===== src/rtl/tdm_demux_1x4_pkg.sv =====
// Shared constants and types for the TDM lane mux/demux pair.
// Both the TX sequencer and the RX demux import this so slot numbering stays consistent.
package tdm_demux_1x4_pkg;

  localparam int LANES_DEF  = 4;
  localparam int SLOT_W_DEF = 2;
  localparam int FCNT_W_DEF = 8;

  // The slot that must carry frame_sync.
  localparam int SLOT0 = 0;

  typedef enum logic {
    HUNT   = 1'b0,
    LOCKED = 1'b1
  } state_e;

endpackage


===== src/rtl/tdm_slot_counter.sv =====
// Slot tracker for the TDM receiver: wrapping counter with clear and load-to-1.
// Advances only on valid beats; clr has priority over load1, which has priority over inc.
module tdm_slot_counter #(
  parameter int LANES  = 4,
  parameter int SLOT_W = 2
) (
  input  logic              clk,
  input  logic              rst,
  input  logic              en,
  input  logic              clr,
  input  logic              load1,
  input  logic              inc,
  output logic [SLOT_W-1:0] slot
);

  localparam logic [SLOT_W-1:0] LAST_SLOT = SLOT_W'(LANES - 1);

  logic [SLOT_W-1:0] cnt_q;
  logic [SLOT_W-1:0] cnt_d;

  always_comb begin
    cnt_d = cnt_q;
    if (en) begin
      if (clr) begin
        cnt_d = '0;
      end else if (load1) begin
        cnt_d = SLOT_W'(1);
      end else if (inc) begin
        cnt_d = (cnt_q == LAST_SLOT) ? '0 : cnt_q + SLOT_W'(1);
      end
    end
  end

  always_ff @(posedge clk) begin
    if (rst) begin
      cnt_q <= '0;
    end else begin
      cnt_q <= cnt_d;
    end
  end

  assign slot = cnt_q;

endmodule


===== src/rtl/tdm_demux_1x4.sv =====
// Receive-side TDM demux: recovers a LANES-bit word serialised one bit per slot,
// re-locking on frame_sync and flagging framing violations.
module tdm_demux_1x4
  import tdm_demux_1x4_pkg::*;
#(
  parameter int LANES  = LANES_DEF,
  parameter int SLOT_W = SLOT_W_DEF,
  parameter int FCNT_W = FCNT_W_DEF
) (
  input  logic              clk,
  input  logic              rst,
  input  logic              din,
  input  logic              din_valid,
  input  logic              frame_sync,
  output logic [LANES-1:0]  data_out,
  output logic              out_valid,
  output logic [SLOT_W-1:0] slot,
  output logic              locked,
  output logic              sync_err,
  output logic [FCNT_W-1:0] frame_cnt
);

  localparam logic [SLOT_W-1:0] SLOT_FIRST = SLOT_W'(SLOT0);
  localparam logic [SLOT_W-1:0] SLOT_LAST  = SLOT_W'(LANES - 1);

  state_e            state_q, state_d;
  logic [LANES-1:0]  shadow_q, shadow_d;
  logic [LANES-1:0]  data_q, data_d;
  logic              out_valid_q, out_valid_d;
  logic              sync_err_q, sync_err_d;
  logic [FCNT_W-1:0] fcnt_q, fcnt_d;
  logic [LANES-1:0]  lane_we;
  logic              cnt_clr, cnt_load1, cnt_inc;
  logic [SLOT_W-1:0] slot_cur;

  tdm_slot_counter #(
    .LANES  (LANES),
    .SLOT_W (SLOT_W)
  ) u_slot_counter (
    .clk   (clk),
    .rst   (rst),
    .en    (din_valid),
    .clr   (cnt_clr),
    .load1 (cnt_load1),
    .inc   (cnt_inc),
    .slot  (slot_cur)
  );

  // The last-slot bit goes straight to data_out, so only lanes below LANES-1 are ever written here.
  always_comb begin
    state_d     = state_q;
    data_d      = data_q;
    out_valid_d = 1'b0;
    sync_err_d  = 1'b0;
    fcnt_d      = fcnt_q;
    lane_we     = '0;
    cnt_clr     = 1'b0;
    cnt_load1   = 1'b0;
    cnt_inc     = 1'b0;
    if (din_valid) begin
      unique case (state_q)
        HUNT: begin
          if (frame_sync) begin
            lane_we[SLOT0] = 1'b1;
            cnt_load1      = 1'b1;
            state_d        = LOCKED;
          end
        end
        LOCKED: begin
          if (frame_sync) begin
            // Sync on any slot other than 0 is an early sync: restart the frame on this beat.
            lane_we[SLOT0] = 1'b1;
            cnt_load1      = 1'b1;
            sync_err_d     = (slot_cur != SLOT_FIRST);
          end else if (slot_cur == SLOT_FIRST) begin
            sync_err_d = 1'b1;
            cnt_clr    = 1'b1;
            state_d    = HUNT;
          end else if (slot_cur == SLOT_LAST) begin
            data_d      = {din, shadow_q[LANES-2:0]};
            out_valid_d = 1'b1;
            fcnt_d      = fcnt_q + FCNT_W'(1);
            cnt_inc     = 1'b1;
          end else begin
            lane_we[slot_cur] = 1'b1;
            cnt_inc           = 1'b1;
          end
        end
        default: state_d = HUNT;
      endcase
    end
  end

  generate
    for (genvar gi = 0; gi < LANES; gi++) begin : g_shadow
      assign shadow_d[gi] = lane_we[gi] ? din : shadow_q[gi];
    end
  endgenerate

  always_ff @(posedge clk) begin
    if (rst) begin
      state_q     <= HUNT;
      shadow_q    <= '0;
      data_q      <= '0;
      out_valid_q <= 1'b0;
      sync_err_q  <= 1'b0;
      fcnt_q      <= '0;
    end else begin
      state_q     <= state_d;
      shadow_q    <= shadow_d;
      data_q      <= data_d;
      out_valid_q <= out_valid_d;
      sync_err_q  <= sync_err_d;
      fcnt_q      <= fcnt_d;
    end
  end

  assign data_out  = data_q;
  assign out_valid = out_valid_q;
  assign slot      = slot_cur;
  assign locked    = (state_q == LOCKED);
  assign sync_err  = sync_err_q;
  assign frame_cnt = fcnt_q;

endmodule


===== config.mk =====
export PLATFORM = sky130hd
export DESIGN_NAME = tdm_demux_1x4
export DESIGN_NICKNAME = d
export VERILOG_FILES = /design/src/rtl/tdm_demux_1x4_pkg.sv /design/src/rtl/tdm_slot_counter.sv /design/src/rtl/tdm_demux_1x4.sv
export SDC_FILE = /design/constraint.sdc
export NUM_CORES = 1
export LEC_CHECK = 0
export ABC_CLOCK_PERIOD_IN_PS = 3900
export CAP_MARGIN = 20
export CORE_ASPECT_RATIO = 1.1
export CORE_MARGIN = 1.5
export CORE_UTILIZATION = 51
export CTS_CLUSTER_SIZE = 10
export DETAILED_ROUTE_END_ITERATION = 10
export MAX_ROUTING_LAYER = met4
export PLACE_DENSITY = 0.87
export SLEW_MARGIN = 0
export SYNTH_ARGS = -nofsm -noshare
export SYNTH_HDL_FRONTEND = slang
export SYNTH_SLANG_ARGS = --single-unit

===== constraint.sdc =====
create_clock -name clk -period 3.9 [get_ports clk]
set_input_delay 0.39 -clock clk [delete_from_list [all_inputs] [get_ports clk]]
set_output_delay 0.39 -clock clk [all_outputs]
set_load 0.1 [all_outputs]

Yosys cells after proc, flatten, opt, wreduce, memory -nomap -nowiden
Cells that the tools add are included.
Storage, ports and cells
  register bits: 20
  latch bits: 0
  bits in writable memories: 0
  bits in read-only memories: 0
  input bits: 5
  logic and storage cells: 53
  memories: 0
Cells by class
  $add $sub $neg: 2
  multiply operators: 0
  div/mod/pow operators: 0
  $lt $le $gt $ge: 2
  equal/unequal tests: 1
  shifts and indexed selects: 0
  muxes and demuxes: 27
  bitwise logic cells: 4
  reductions and logical operators: 8
Operators by type and width (count)
  $mux 1: 15
  $mux 2: 6
  $mux 3: 3
  $add 8x1->8 const B: 1
  $reduce_and 5->1: 1
  $reduce_or 5->1: 1
  $not 1->1: 4
  $pmux 1 s2: 2
  $lt 2x3->1 const B: 1
  $reduce_bool 3->1: 1
  $reduce_or 3->1: 1
  $add 2x1->2 const B: 1
  $demux 1 s2: 1
  $eq 2x2->1 const B: 1
  $ge 2x1->1 const B: 1
  $logic_not 2->1: 1
  $reduce_and 2->1: 1
  $reduce_bool 2->1: 1
  $logic_and 1x1->1: 1

Depth between registers and ports, before layout
Gate-level depths: netlist of the first run.
  depth after elaboration: 9
  gate-level depth with buffers: 8
  depth with buffers taken out: 7

Modules after synthesis
From an unflattened synthesis of the first run, not the netlist that was laid out.
Second synthesis, totals
  cell total of the unflattened synthesis: 106
  area, all modules: 945.9 sq um
By module, submodules not included
  tdm_demux_1x4: instances 1, cells an instance 93, area an instance 824.5 sq um, seq. area each 360.3 sq um
  tdm_slot_counter: instances 1, cells an instance 13, area an instance 121.4 sq um, seq. area each 40.0 sq um

Least setup slack after synthesis of the first run
Ideal clock, no wire load.
  path kind: register -> register
  start: register u_slot_counter.cnt_q[0] (netlist: u_slot_counter.slot[0])
  end: register fcnt_q[7] (netlist: frame_cnt[7])
  arrival: 2.457 ns
  required time: 3.779 ns
  path slack: 1.322 ns
  stages on the path, launching flop included: 8
  path buffers: 0
  period minus slack after synthesis: 2.578 ns
  cell sequence: dfxtp_1 -> inv_1 -> ha_1 -> inv_1 -> ha_1 -> nand4_4 -> nor4_1 -> mux2_2
On the way
  word-level cells in the longest chain between the ends: 3
  elaborated cells between the ends (all ways): 4
  classes of those cells: eq/ne: 1; bitwise: 1; reduce/logical: 2
RTL lines
  from (decl): RTL line tdm_slot_counter.sv:18  | logic [SLOT_W-1:0] cnt_q;
  from (signal assigned): RTL line tdm_slot_counter.sv:38  | cnt_q <= cnt_d;
  $logic_not 2->1: RTL line tdm_demux_1x4.sv:75  | end else if (slot_cur == SLOT_FIRST) begin
  $not 1->1 (no source line)
  $reduce_and 5->1 (no source line) (*)
  to (signal assigned): RTL line tdm_demux_1x4.sv:114  | fcnt_q <= fcnt_d;
  to (decl): RTL line tdm_demux_1x4.sv:31  | logic [FCNT_W-1:0] fcnt_q, fcnt_d;
Mark *: on every way between the ends. The rest lies on a longest branch, timed or not.
A chain may end at the register's enable or synchronous reset.

Final worst setup path of the first run
  start: register state_q (netlist: locked)
  end: output port locked
RTL lines
  from (decl): RTL line tdm_demux_1x4.sv:26  | state_e state_q, state_d;
  from (signal assigned): RTL line tdm_demux_1x4.sv:109  | state_q <= state_d;
  to (decl): RTL line tdm_demux_1x4.sv:18  | output logic locked,
No word-level cell between the ends.

==> impl_metrics.py, run 1 <==
metrics = {
    "min_path": {
        "hp-class": "reg -> reg",
        "min_from": "shadow_q[0]",
    },
    "route": {
        "vias_per_cell": 5.797,
        "firstDrtPassIters": 4,
        "drt-wirelength-per-cell_um": 13.22,
        "drt-total-wl_um": 1824,
        "dr.first_iter.drc_count": 15,
        "vias": 800,
        "postRouteAntennaNets": 0,
        "drc": 0,
    },
    "placed_design": {
        "dp_hpwl_um": 1274,
        "place_congestion": 0.7427,
        "portBuffers": 21,
        "place_inst": 134,
    },
    "floorplan": {
        "die_height_um": 47.93,
        "dieArea_mm2": 0.002101,
        "die_w_um": 43.85,
        "placement_rows": 16,
        "io_pins": 22,
        "initial_core_util": 0.5313,
        "coreArea_mm2": 0.001762,
    },
    "yosys": {
        "netlist_area_um2": 935.9,
        "ys_top_cells_by_area": "dfxtp_1 43%, ha_1 9.4%, mux2i_1 7.5%",
        "syn_nets": 112,
        "synthCells": 100,
        "yosysWarningCount": 0,
        "ys_ff_latch": 20,
        "yosysSeqAreaShare": 0.4278,
        "yosysTopAreaCellShare": 0.4278,
        "yosysTopAreaCell": "dfxtp_1",
        "synth_cell_types": 26,
        "syn_avg_cell_area_um2": 9.359,
    },
    "clock_tree": {
        "clkSinkCount": 20,
        "clock_latency_ns": 0.30,
        "postCtsHoldBufs": 0,
        "postCtsSetupBuffers": 0,
        "htree_levels": 1,
        "cts_tree": "yes",
        "cts_max_path_buffers": 2,
        "cts-root-buf": "clkbuf_4",
        "cts.clk_slew.worst_paths_ns": 0.11,
        "cts_resized": 0,
        "cts_made_buffers": 3,
    },
    "layout": {
        "areaGrowthSynthToFinish_pct": 26.07,
        "diodes": 0,
        "stdcell_count": 138,
        "finalNetCount": 133,
        "drive_gt1_frac": 0.06667,
    },
    "timing": {
        "drv_slew": 0,
        "fmax_ghz": 0.4094,
        "finalHoldViolCount": 0,
        "clock_skew_ns": 0.002108,
        "rsz0062_at_grt": "false",
        "worstMarginPinSlew_ns": 0.9716,
        "setup-tns-final_ns": 0,
        "max-slew-margin-rel": 0.3502,
        "fin_crit_sh": 0.6264,
        "setup_viol": 0,
        "fin_crit_ns": 2.443,
    },
    "critical_path": {
        "rr_startpoint": "u_slot_counter.slot[0]",
        "crit_start": "locked",
        "crit_family": "buffers and inverters",
        "critPathLaunchType": "flop",
        "cp_cell_sequence": "clkdlybuf4s50_1",
        "cpPeakStageDelay_ns": 1.20,
        "crit_buf_inv": 1,
        "cp.arrival_ns": 2.05,
        "crit_fanout": 9,
        "end_kind": "output pin",
        "crit_slowest_cell": "clkdlybuf4s50_1",
        "cp.required_ns": 3.51,
        "path_class": "reg -> out",
    },
    "global_route": {
        "grt_pass1_wl_um": 2601,
        "overflow": 0,
        "grt_usage": 0.1800,
        "antenna_found_initial": 0,
        "grt_start_max_net_pins": 21,
        "grt_pass1_vias": 646,
    },
    "pwr": {
        "p_leak_uw": 0.0004777,
        "power_density_mw_per_mm2": 325.8,
        "p_comb_frac": 0.134,
        "p_sw_frac": 0.2700,
        "pwr-share-seq": 0.551,
        "ir_drop_uv": 220.2,
        "clock_power_share": 0.315,
        "net-switching-power_uw": 103.8,
        "internal_power_uw": 280.6,
    },
    "status": {
        "status": "finished clean",
    },
    "run": {
        "cap_violations": 0,
    },
}
routing by layer:
| metal | vias to the layer above | global-route usage | share of wire |
|---|---|---|---|
| met1 | 377 | 0.1837 | 0.43 |
| met5 | - | - | 0 |
| met3 | 4 | 0.04528 | 0.048 |
| met2 | 27 | 0.3029 | 0.51 |
| met4 | 0 | 0.1333 | 0.010 |
| li1 | 392 | - | - |
worst reg2reg max path: stages (launching register included):
cell,delay (ns)
dfxtp_1,0.45
inv_1,0.09
ha_1,0.24
inv_1,0.06
ha_1,0.23
nand4_4,0.27
nor4_1,0.37
mux2_2,0.36
logic make-up after synthesis:
group,Yosys count,share of synthesized area
AOI/OAI and AO/OA,20,0.1297
xor gates and xnor gates,1,0.009360
muxes,8,0.08690
adders and majority gates,7,0.09358
buffers and inverters,12,0.05482
DFF,20,0.4278
and+or+nand+nor,32,0.1979
path summary, 6_finish.rpt:
kind / end / slack [ns] / depth (start not counted)
min reg2reg: shadow_q[0] / 0.47 / 2
min: shadow_q[0] / 0.47 / 2
max reg2reg: frame_cnt[7] / 1.73 / 7
max: locked / 1.46 / 1
registers in the layout, indices dropped and copies added, names as in the netlist:
name,count
sync_err,1
frame_cnt,8
out_valid,1
data_out,4
locked,1
shadow_q,3
u_slot_counter.slot,2
power by group through the flow:
| stage | clock network (uW) | logic, uW | registers [uW] |
|---|---|---|---|
| after floorplan | 0 | 21.8 | 232 |
| after global placement | 0 | 50.8 | 216 |
| after detailed placement | 0 | 51.4 | 217 |
| after CTS | 125 | 51.6 | 212 |
| after global routing | 136 | 55.4 | 213 |
| final | 121 | 51.5 | 212 |
layout make-up:
type / instances / area (um2)
fill: 151 / 581.8
timing repair buffer: 21 / 210.2
tap: 18 / 22.52
multi-input combinational: 68 / 484.2
clock buffer: 4 / 36.28
inverter: 7 / 26.28
sequential: 20 / 400.4
synth_stat cells (all sizes together):
library cell and n:
dfxtp 20, a21oi 9, nor2 9, ha 7, inv 7, mux2i 7
nand2 5, nand3 5, o21ai 5, buf 3, or3 3, clkbuf 2
nand4b 2, nor2b 2, o221a 2, o31ai 2, or4 2, a21boi 1
a31oi 1, mux2 1, nand4 1, nor3b 1, nor4 1, nor4b 1
xor2 1
layout by cell type (no fill, tap or decap), drive strengths merged:
cell and instances:
nand4 1, o221a 2, o21ai 5, dfxtp 20, a21oi 9, clkbuf 4, nand4b 2, or3 3
nor4 1, nor3b 1, mux2i 7, nor2 9, nand2 5, o31ai 2, nor4b 1, mux2 1
nand3 5, a21boi 1, inv 7, or4 2, clkdlybuf4s50 21, xor2 1, ha 7, nor2b 2
a31oi 1
stage by stage:
stage / utilization / setup slack, ns / area, um2 / power [uW] / hold WS [ns]
after global routing: 0.6697 / 1.391 / 1180 / 404.2 / 0.4962
after CTS: 0.6697 / 1.444 / 1180 / 389.0 / 0.4697
after floorplan: - / 1.322 / 935.9 / 254.2 / 0.4357
after detailed placement: 0.6491 / 1.462 / 1144 / 267.9 / 0.4532
final: 0.6697 / 1.457 / 1180 / 384.4 / 0.4740
after global placement: 0.6491 / 1.534 / 1144 / 267.1 / 0.4435
No activity file was read; power rests on OpenSTA's default activity.
==> run 2, diff against run 1 <==
- ABC_CLOCK_PERIOD_IN_PS: 3900 -> 2380
- CORE_UTILIZATION: 51 -> 48
- PLACE_DENSITY: 0.87 -> 0.83
- clock period: 3.9 -> 2.38 ns (I/O delays scaled with it)
==> impl_metrics.py, run 2 (same netlist as run 1, synthesis figures left out) <==
metrics = {
    "timing": {
        "setup_viol": 0,
        "fmax_ghz": 0.5081,
        "setup_slack_ns": 0.4117,
        "fin_crit_sh": 0.8270,
        "setup-tns-final_ns": 0,
        "max-slew-margin-rel": 0.5214,
        "clock_skew_ns": 0.005850,
        "fin_crit_ns": 1.968,
        "drv_slew": 0,
        "worstMarginPinSlew_ns": 0.7157,
        "rsz0062_at_grt": "false",
        "finalHoldViolCount": 0,
    },
    "clock_tree": {
        "cts_tree": "yes",
        "htree_levels": 1,
        "clock_latency_ns": 0.30,
        "cts_made_buffers": 3,
        "clkSinkCount": 20,
        "cts_resized": 0,
        "cts_max_path_buffers": 2,
        "cts-root-buf": "clkbuf_4",
        "cts.clk_slew.worst_paths_ns": 0.11,
        "postCtsSetupBuffers": 0,
        "postCtsHoldBufs": 0,
    },
    "layout": {
        "areaGrowthSynthToFinish_pct": 23.40,
        "post-route-util": 0.6410,
        "drive_gt1_frac": 0.2377,
        "final_cell_mix": "19 x buf_4, 18 x dfxtp_1, 9 x nor2_1, 9 x a21oi_1",
        "largest_reg_flops": 8,
        "diodes": 0,
        "final_common_cell": "buf_4",
        "stdcell_count": 140,
        "finalNetCount": 135,
    },
    "critical_path": {
        "cp.arrival_ns": 2.17,
        "cp_cell_sequence": "inv_1, ha_1, inv_1, ha_1, nand4_4, nor4_1, mux2_2",
        "end_kind": "flop",
        "crit_slowest_cell": "dfxtp_2",
        "path_class": "reg -> reg",
        "crit_fanout": 9,
        "cpPeakStageDelay_ns": 0.40,
        "cp.required_ns": 2.58,
        "critPathLaunchType": "flop",
    },
    "floorplan": {
        "die_w_um": 45.10,
        "dieArea_mm2": 0.002224,
        "io_pins": 22,
        "die_height_um": 49.31,
        "initial_core_util": 0.5194,
        "coreArea_mm2": 0.001802,
        "placement_rows": 16,
    },
    "global_route": {
        "grt_start_max_net_pins": 21,
        "grt_usage": 0.1925,
        "antenna_found_initial": 0,
        "grt_pass1_vias": 707,
        "grt_pass1_wl_um": 3098,
        "overflow": 0,
    },
    "pwr": {
        "power_density_mw_per_mm2": 542.2,
        "ir_drop_uv": 368.8,
        "p_leak_uw": 0.0005213,
    },
    "placed_design": {
        "dp_hpwl_um": 1328,
        "place_congestion": 0.8534,
        "portBuffers": 21,
        "place_ws_ns": 0.2403,
        "place_inst": 136,
    },
    "route": {
        "vias_per_cell": 5.486,
        "dr.first_iter.drc_count": 5,
        "drc": 0,
        "postRouteAntennaNets": 0,
        "drt-wirelength-per-cell_um": 13.24,
        "vias": 768,
        "drt-total-wl_um": 1853,
        "firstDrtPassIters": 4,
    },
    "status": {
        "status": "finished clean",
    },
    "min_path": {
        "hp-class": "reg -> reg",
    },
    "run": {
        "cap_violations": 0,
    },
}
==> run 2: changes by cell type in the layout (fill, tap and decap cells not counted) <==
| cell | delta |
|---|---|
| buf_4 | +19 |
| clkdlybuf4s50_1 | -17 |
| dfxtp_1 | -2 |
| dfxtp_2 | +2 |
==> run 2: layout make-up <==
type / instances / area [um2]
Timing Repair Buffer: 23 / 182.7
Inverter: 7 / 26.28
Tap cell: 18 / 22.52
Sequential cell: 20 / 402.9
Multi-Input combinational cell: 68 / 484.2
Clock buffer: 4 / 36.28
Fill cell: 165 / 646.9
==> run 2: report_power, final <==
group / total, uW / leakage, uW / switching (uW) / internal [uW]
clock: 194 / 0.0000210 / 101 / 93.4
sequential: 348 / 0.000163 / 8.02 / 340
combinational: 84.0 / 0.000338 / 57.3 / 26.7
==> run 2: stage by stage <==
step / power (uW) / hold slack [ns] / instance area (um2)
6_report: 626.2 / 0.4811 / 1155
4_1_cts: 635.7 / 0.4800 / 1155
3_5_place_dp: 440.1 / 0.4630 / 1119
5_1_grt: 656.9 / 0.4949 / 1155
3_3_place_gp: 438.2 / 0.4509 / 1119
2_1_floorplan: 417.1 / 0.3819 / 938.4
==> run 2: critical path, delay by kind of cell, from the launching register on <==
family                   cells  cell delay, ns
buffers and inverters        2            0.14
multiplexers                 1            0.36
AND/OR/NAND/NOR              2            0.50
adder cells (fa/ha/maj)      2            0.47
flip-flops                   1            0.40
==> run 2: worst paths after layout <==
| path | startpoint | endpoint | slack (ns) | depth (start not counted) |
|---|---|---|---|---|
| setup / recovery | u_slot_counter.slot[0] | frame_cnt[7] | 0.41 | 7 |
| hold / removal | shadow_q[0] | shadow_q[0] | 0.48 | 2 |
| setup reg to reg | u_slot_counter.slot[0] | frame_cnt[7] | 0.41 | 7 |
| hold reg to reg | shadow_q[0] | shadow_q[0] | 0.48 | 2 |
==> run 2: routing by layer <==
metal | wire length, um | vias up | global-route usage | part of all wire
met4 | 52 | 0 | 0.1078 | 0.028
met5 | 0 | - | - | 0
li1 | - | 397 | - | -
met1 | 806 | 353 | 0.2222 | 0.43
met2 | 936 | 14 | 0.3048 | 0.51
met3 | 57 | 4 | 0.03333 | 0.031
==> run 3, diff against run 2 <==
- ABC_CLOCK_PERIOD_IN_PS: 2380 -> 1900
- clock period: 2.38 -> 1.9 ns (I/O delays scaled with it)
==> impl_metrics.py, run 3 (same netlist as run 1, synthesis figures left out) <==
metrics = {
    "pwr": {
        "ir_drop_uv": 511.6,
        "power_density_mw_per_mm2": 643.7,
        "p_leak_uw": 0.0005555,
    },
    "layout": {
        "fill_cells": 143,
        "post-route-util": 0.6924,
        "areaGrowthSynthToFinish_pct": 33.29,
        "finalNetCount": 141,
        "final_cell_mix": "24 x buf_4, 11 x dfxtp_1, 9 x nor2_1",
        "largest_reg_flops": 8,
        "final_common_cell": "buf_4",
        "drive_gt1_frac": 0.3828,
        "diodes": 0,
    },
    "critical_path": {
        "cp.required_ns": 2.14,
        "end_kind": "flop",
        "crit_slowest_cell": "or4_1",
        "ff2ff_setup_slack_ns": 0.07,
        "rr_startpoint": "u_slot_counter.slot[0]",
        "r2r_cells": 7,
        "cp_cell_sequence": "inv_2, ha_1, inv_2, ha_4, nand4_4, or4_1, a21oi_1",
        "rr_endpoint": "frame_cnt[5]",
        "cp-endpoint": "frame_cnt[5]",
        "crit_fanout": 8,
        "critPathLaunchType": "flop",
        "cp.arrival_ns": 2.07,
        "cpPeakStageDelay_ns": 0.54,
        "path_class": "reg -> reg",
        "cpMostUsedCell": "inv_2",
        "crit_start": "u_slot_counter.slot[0]",
    },
    "global_route": {
        "grt_start_max_net_pins": 15,
        "grt_usage": 0.1899,
        "antenna_found_initial": 0,
        "grt_pass1_wl_um": 3015,
        "grt_pass1_vias": 726,
        "overflow": 0,
    },
    "clock_tree": {
        "cts.clk_slew.worst_paths_ns": 0.11,
        "cts_made_buffers": 3,
        "clock_latency_ns": 0.30,
        "cts_tree": "yes",
        "cts_max_path_buffers": 2,
        "clkSinkCount": 20,
        "htree_levels": 1,
        "cts-root-buf": "clkbuf_4",
    },
    "floorplan": {
        "initial_core_util": 0.5194,
        "dieArea_mm2": 0.002224,
        "placement_rows": 16,
        "io_pins": 22,
        "die_w_um": 45.10,
        "die_height_um": 49.31,
        "coreArea_mm2": 0.001802,
    },
    "placed_design": {
        "place_congestion": 0.9400,
        "portBuffers": 21,
        "dp_hpwl_um": 1406,
    },
    "timing": {
        "fmax_ghz": 0.5453,
        "max-slew-margin-rel": 0.8047,
        "drv_slew": 0,
        "setup-tns-final_ns": 0,
        "fin_crit_ns": 1.834,
        "worstMarginPinSlew_ns": 0.2904,
        "hold_ws_ns": 0.4753,
        "finalHoldViolCount": 0,
        "clock_skew_ns": 0.001417,
        "setup_viol": 0,
        "fin_crit_sh": 0.9652,
    },
    "route": {
        "drt-wirelength-per-cell_um": 14.31,
        "drc": 0,
        "firstDrtPassIters": 4,
        "drt-total-wl_um": 2089,
        "vias": 838,
        "vias_per_cell": 5.740,
        "dr.first_iter.drc_count": 12,
        "postRouteAntennaNets": 0,
    },
    "status": {
        "status": "finished clean",
    },
    "run": {
        "cap_violations": 0,
    },
    "min_path": {
        "hp-class": "reg -> reg",
    },
}
==> run 3: cell count changes in the layout (fill, tap and decap cells not counted), sizes merged <==
cell,previous run,this run
buf,19,25
==> run 3: layout make-up <==
cell class | count | area (um2) | area share
clock buffer | 4 | 36.28 | 0.02909
inverter | 7 | 26.28 | 0.02106
timing repair buffer | 29 | 235.2 | 0.1886
tap | 18 | 22.52 | 0.01805
multi-input combinational | 68 | 510.5 | 0.4092
sequential | 20 | 416.7 | 0.3340
==> run 3: stage by stage <==
stage	cells	instance area, um2	worst slack, ns	total power (uW)
6_report	146	1247	0.06616	803.0
5_1_grt	146	1247	-0.03114	845.5
4_1_cts	142	1202	0.06949	806.7
3_5_place_dp	138	1166	0.03459	561.7
3_3_place_gp	138	1166	0.09641	557.0
2_1_floorplan	100	970.9	0.003656	526.1
==> run 3: worst min-delay path by stage <==
stage                      from     endpoint  slack, ns  cells after the start
global placement    shadow_q[0]  shadow_q[0]       0.45                      2
finish              shadow_q[0]  shadow_q[0]       0.48                      2
global route        shadow_q[0]  shadow_q[0]       0.51                      2
floorplan                   din  data_out[3]       0.33                      2
CTS                 shadow_q[0]  shadow_q[0]       0.48                      2
detailed placement  shadow_q[0]  shadow_q[0]       0.47                      2
==> run 3: critical path: cells and delay by family, from the launching register on <==
kind	cells	cell delay, ns
buffers and inverters	2	0.13
adders and majority gates	2	0.40
DFF	1	0.39
AOI/OAI and AO/OA	1	0.14
and+or+nand+nor	2	0.71
==> run 3: power breakdown <==
| part | leakage, uW | internal (uW) | total, uW | switching [uW] |
|---|---|---|---|---|
| Combinational | 0.000368 | 42.1 | 122 | 80.1 |
| Sequential | 0.000167 | 425 | 435 | 10.0 |
| Clock | 0.0000210 | 117 | 246 | 129 |
| Total | 0.000555 | 584 | 803 | 219 |
==> run 3: metal layers <==
layer | global-route usage | part of all wire | up-vias
met5 | - | 0 | -
met4 | 0.1078 | 0.024 | 0
met3 | 0.05556 | 0.045 | 8
met1 | 0.2123 | 0.43 | 391
met2 | 0.2929 | 0.50 | 29
li1 | - | - | 410
==> run 3: repair_timing <==
action                                  4_1_cts  5_1_grt
resized for setup                             0        5
hold buffers                                  0        0
buffers inserted                              0        4
endpoints found under the setup margin        0        3
